[src/rtl/shl_stage.sv]
// shl_stage: valid/ready issue/capture stage around a combinational SHL unit, with overflow and completion tracking
module shl_stage #(
  parameter int DATAWIDTH = 16,
  parameter int CNTWIDTH  = 16
) (
  input  logic                 Clk,
  input  logic                 Rst,
  input  logic                 in_valid,
  output logic                 in_ready,
  input  logic [DATAWIDTH-1:0] in_a,
  input  logic [DATAWIDTH-1:0] in_sh_amt,
  output logic [DATAWIDTH-1:0] shl_a,
  output logic [DATAWIDTH-1:0] shl_sh_amt,
  input  logic [DATAWIDTH-1:0] shl_d,
  output logic                 out_valid,
  input  logic                 out_ready,
  output logic [DATAWIDTH-1:0] out_d,
  output logic                 out_ovf,
  output logic                 ovf_sticky,
  output logic [CNTWIDTH-1:0]  done_cnt
);
  typedef enum logic [1:0] {IDLE, EXEC, DONE} state_t;
  localparam logic [DATAWIDTH-1:0] W = DATAWIDTH'(DATAWIDTH);
  state_t state, nxt;
  logic accept, take, ovf;
  assign take     = (state == DONE) & out_ready;
  assign in_ready = Rst & ((state == IDLE) | take);
  assign accept   = in_valid & in_ready;
  // overflow means some set bit of a lands at or beyond the top of the word
  always_comb begin
    ovf = (shl_sh_amt == '0) ? 1'b0 :
          (shl_sh_amt >= W)  ? |shl_a :
                               |(shl_a >> (W - shl_sh_amt));
    nxt = accept ? EXEC : (state == EXEC) ? DONE : take ? IDLE : state;
  end
  // sequencing: operands on accept, result capture in EXEC, bookkeeping on output handshake
  always_ff @(posedge Clk) begin
    if (!Rst) begin
      state      <= IDLE;
      shl_a      <= '0;
      shl_sh_amt <= '0;
      out_d      <= '0;
      out_ovf    <= 1'b0;
      ovf_sticky <= 1'b0;
      out_valid  <= 1'b0;
      done_cnt   <= '0;
    end else begin
      state     <= nxt;
      out_valid <= nxt == DONE;
      if (accept) begin
        shl_a      <= in_a;
        shl_sh_amt <= in_sh_amt;
      end
      if (state == EXEC) begin
        out_d   <= shl_d;
        out_ovf <= ovf;
      end
      if (take) begin
        done_cnt   <= done_cnt + 1'b1;
        ovf_sticky <= ovf_sticky | out_ovf;
      end
    end
  end
endmodule

[config.mk]
export PLATFORM = sky130hd
export DESIGN_NAME = shl_stage
export DESIGN_NICKNAME = d
export VERILOG_FILES = /design/src/rtl/shl_stage.sv
export SDC_FILE = /design/constraint.sdc
export NUM_CORES = 1
export LEC_CHECK = 0
export CORE_MARGIN = 2
export CORE_UTILIZATION = 35
export CTS_BUF_LIST = sky130_fd_sc_hd__clkbuf_16
export DETAILED_ROUTE_END_ITERATION = 16
export MAX_ROUTING_LAYER = met4
export PLACE_DENSITY = 0.68
export SYNTH_ARGS = -nofsm -noshare
export SYNTH_HDL_FRONTEND = slang
export SYNTH_SLANG_ARGS = --single-unit
export TNS_END_PERCENT = 5
[constraint.sdc]
create_clock -name Clk -period 1.8 [get_ports Clk]
set_input_delay 0.18 -clock Clk [delete_from_list [all_inputs] [get_ports Clk]]
set_output_delay 0.18 -clock Clk [all_outputs]
set_load 0.05 [all_outputs]
# --- Word-level counts from Yosys, hierarchy flattened ---
# Cells that the tools add are included.
# Widths: inputs -> output; s select.
op_classes:
  n_addsub: 2
  magnitude_cmp: 1
  eq_ne: 3
  shifts: 1
  muxes: 5
  bitwise_logic: 5
  n_reduce_logical: 4
op_table:
  columns: ["op", "n"]
  rows:
  - ["$reduce_or 16->1", 2]
  - ["$add 16x1->16 const B", 1]
  - ["$ge 16x5->1 const B", 1]
  - ["$logic_not 16->1", 1]
  - ["$shr 16x16->16", 1]
  - ["$sub 5x16->16 const A", 1]
  - ["$mux 2", 3]
  - ["$eq 2x2->1 const B", 2]
  - ["$and 1x1->1", 3]
  - ["$eq 2x1->1 const B", 1]
  - ["$logic_not 2->1", 1]
  - ["$mux 1", 2]
  - ["$or 1x1->1", 2]
word_totals:
  ff_bits: 69
  input_bits: 52
  output_inout_bits: 68
  wordCells: 29

# --- Depth between registers and ports, before layout ---
logic_depth:
  depth_word: 7
  mapped_depth: 7

# --- Worst setup path after synthesis ---
# Ideal clock, no wire load.
synth_timing:
  path_kind: "register -> register"
  startpoint: "register shl_sh_amt[0]"
  endpoint: "register out_ovf"
  arrival_ns: 1.933
  required_time_ns: 1.666
  path_slack_ns: -0.267
  path_stages_with_launch: 8
  n_path_buf: 0
  path_cell_list: "dfxtp_1 -> inv_1 -> ha_1 -> nor2b_1 -> o21ai_0 -> a31oi_1 -> o41ai_1 -> a31oi_1"
synth_via:
  elab_chain_cells: 5
synth_rtl:
  columns: ["item", "line_no", "text"]
  rows:
  - ["from (decl)", "13", "output logic [DATAWIDTH-1:0] shl_sh_amt,"]
  - ["from (signal assigned)", "52", "shl_sh_amt <= in_sh_amt;"]
  - ["$sub 5x16->16", "33", "|(shl_a >> (W - shl_sh_amt));"]
  - ["$shr 16x16->16", "33", null]
  - ["$reduce_or 16->1", "33", null]
  - ["$mux 1", "32", "(shl_sh_amt >= W) ? |shl_a :"]
  - ["$mux 1 (*)", "31", "ovf = (shl_sh_amt == '0) ? 1'b0 :"]
  - ["to (signal assigned)", "56", "out_ovf <= ovf;"]
  - ["to (decl)", "18", "output logic out_ovf,"]
# Every way passes the cells marked *; elsewhere a longest branch is shown, timed or not.
# A chain may end at the register's enable or synchronous reset.

# --- Worst setup path in the final report ---
layout_timing:
  startpoint: "register shl_a[14]"
  endpoint: "output port shl_a[14]"
layout_lines:
  columns: ["item", "line_no", "text"]
  rows:
  - ["from (decl)", "12", "output logic [DATAWIDTH-1:0] shl_a,"]
  - ["from (signal assigned)", "51", "shl_a <= in_a;"]
# No word-level cell between the ends.

==> flow_summary.ini <==
[placed_design]
place.gp.congestion = 0.816
pre_cts_slack_ns = 0.0522
io_buffers = 119
dp_hpwl_mm = 5.39
dpl_cell_area_mm2 = 0.00420

[power_and_ir_drop]
power_leakage_nw = 1.80
ir_worst_vdd_mv = 0.628
p_per_area_mw_per_mm2 = 956

[detailed_routing]
vias = 2757
finalWirelength_mm = 7.48
first_iter_violations = 63
post_drt_wl_per_cell_um = 12.9
post-route-drc-count = 0
dr.pass1.iters = 4
vias_per_cell = 4.77
postRouteAntennaNets = 0

[die]
coreArea_mm2 = 0.00809
die_x_um = 94.9
ios = 120
start_util_pct = 35.7
dieArea_mm2 = 0.00901
rows = 33
die_h_um = 94.9

[logic_synthesis]
synth_edf_count = 0
netlist_top_cells_area = dfxtp_1 48%, nand2_1 13%, o21ai_0 6.6%
synth_fp_nets = 403
yosys_most_used_dff = dfxtp_1
yosysTopAreaCell = dfxtp_1
synthDistinctLibCells = 39
syn_avg_cell_area_um2 = 8.29
syn_inst = 349
synth-seq-cells = 69
ys_seq_area_share_pct = 47.8
synth_area_mm2 = 0.00289
synth_top_area_share_pct = 47.8
synth-warning-count = 0
synthArstFlopShare_pct = 0

[clock_network]
cts_buffer_depth = 2
cts_resized = 2
post_cts_buffers = 0
path_clk_slew_ns = 0.06
cts_tree = built
cts_inserted_buffers = 9
root_buffer = clkbuf_16
cts_sinks = 69
htree_levels = 3
ctsHoldBuffers = 0
insertion_delay_ns = 0.32

[global_route]
grt_pass1_vias = 2460
grt_max_degree = 51
antenna_found_initial = 0
grt_overflow = 0
grt_pass1_wl_mm = 11.6
grtUsageTotal_pct = 16.9

[final_layout]
drive_gt1_share_pct = 9.30
multi_input_area_mm2 = 0.00143
num_antenna_cells = 0
fillers = 736
nNetsFinal = 522
area_delta_synth_final_pct = 57.1
final_area_mm2 = 0.00455
ff_latch_area_mm2 = 0.00139

[sta]
finalWorstSetupSlack_ns = 0.0425
clock-skew-final_ns = 0.00627
hold_viol_final = 0
finalSetupTns_ns = 0
rsz0062_at_grt = false
post-route-period-util_pct = 97.6
finalMaxSlewViolations = 0
worst_pin_slew_ns = 0.520
finalSetupViolations = 0
slew_headroom_pct = 65.2
period_needed_ns = 1.76
max_freq_mhz = 569
holdWs_ns = 0.342

[critical_path]
worstSetupPathType = reg2out
crit_path_start = shl_a[14]
startpoint_type = register
crit_family = buffers and inverters
required_ns = 1.62
slowest_stage = clkdlybuf4s50_1
arrival_ns = 1.58
slowest_delay_ns = 0.84
end_kind = primary output
crit_chain = clkdlybuf4s50_1
cp.buffers_inverters = 1
critPathMaxFanout = 5
r2r-start = shl_sh_amt[0]

[min_path]
hp-start = Rst
hp-class = in2reg

[outcome]
outcome = finished clean

[run]
max-cap-violations = 0
## layer usage
layer	track usage, %	wire, um	part of all wire [%]
met5	-	0	0
met4	6.16	78	1.0
met3	3.91	474	6.3
met2	27.0	3510	47
met1	20.8	3420	46
## where the power goes
group | internal, mW | total (mW) | switching (mW)
Clock | 1.15 | 1.78 | 0.634
Sequential | 1.61 | 1.69 | 0.0771
Combinational | 0.359 | 0.876 | 0.516
Total | 3.12 | 4.35 | 1.23
## worst paths after layout
kind | end | slack (ns) | depth (start not counted)
worst max-delay path | shl_a[14] | 0.04 | 1
worst min-delay path | state[0] | 0.34 | 3
worst max register to register | out_ovf | 0.24 | 7
worst min register to register | out_d[0] | 0.46 | 2
## kinds of logic (layout without fill, tap and decap cells)
group	count (synthesis)	after routing	synth area share (%)
DFF	69	69	47.8
and+or+nand+nor	161	161	26.7
buffers and inverters	25	149	3.85
adders and majority gates	2	2	0.865
muxes	1	1	0.346
AOI/OAI and AO/OA	76	76	16.0
xor gates and xnor gates	15	15	4.54
## cells in the mapped netlist (6+ instances only)
master and instances:
a21boi_0 17, a21oi_1 8, and2_1 13, buf_2 8
clkbuf_1 11, dfxtp_1 69, nand2_1 104, nor2_1 6
nor4_1 7, o21ai_0 38, xnor2_1 6, xor2_1 9
## layout make-up
type | instances | share of cell area [%]
multi-input combinational | 255 | 31.4
sequential | 69 | 30.5
timing repair buffer | 128 | 28.0
clock buffer | 10 | 5.51
tap | 105 | 2.89
clock inverter | 6 | 1.32
inverter | 5 | 0.413
## per-stage QoR
stage,total power [mW],cells,util [%]
2_1_floorplan,2.22,349,-
3_3_place_gp,2.57,562,51.9
3_5_place_dp,2.57,562,51.9
4_1_cts,4.38,578,55.7
5_1_grt,4.53,578,56.2
6_report,4.35,578,56.2
## registers in the layout, summed over array words and instances, names as in the netlist
| signal | cells |
|---|---|
| done_cnt | 16 |
| out_d | 16 |
| shl_a | 16 |
| shl_sh_amt | 16 |
| state | 2 |
| out_ovf | 1 |
| out_valid | 1 |
| ovf_sticky | 1 |
## cell usage in the layout, fill, tap and decap left out, types with 2 or more instances in the layout
master / Yosys / layout
dfxtp_1: 69 / 67
nand4_4: 2 / 2
xnor2_1: 6 / 6
clkinv_2: 0 / 2
a31oi_1: 2 / 2
a21oi_1: 8 / 8
nor2_1: 6 / 6
dlymetal6s2s_1: 0 / 5
buf_12: 0 / 2
dlygate4sd2_1: 0 / 2
a21boi_1: 3 / 3
clkdlybuf4s50_1: 0 / 104
xor2_1: 9 / 9
o21ai_0: 38 / 38
nor2b_1: 4 / 4
nor4_1: 7 / 7
or3_1: 3 / 3
nand2_1: 104 / 104
clkbuf_16: 0 / 10
a21boi_0: 17 / 17
nand3_1: 4 / 4
nor3_1: 5 / 5
inv_1: 5 / 5
and3_1: 3 / 2
nand4_1: 2 / 2
nor3_2: 2 / 2
buf_4: 0 / 14
and2_1: 13 / 13
No activity file was read; power rests on OpenSTA's default activity.
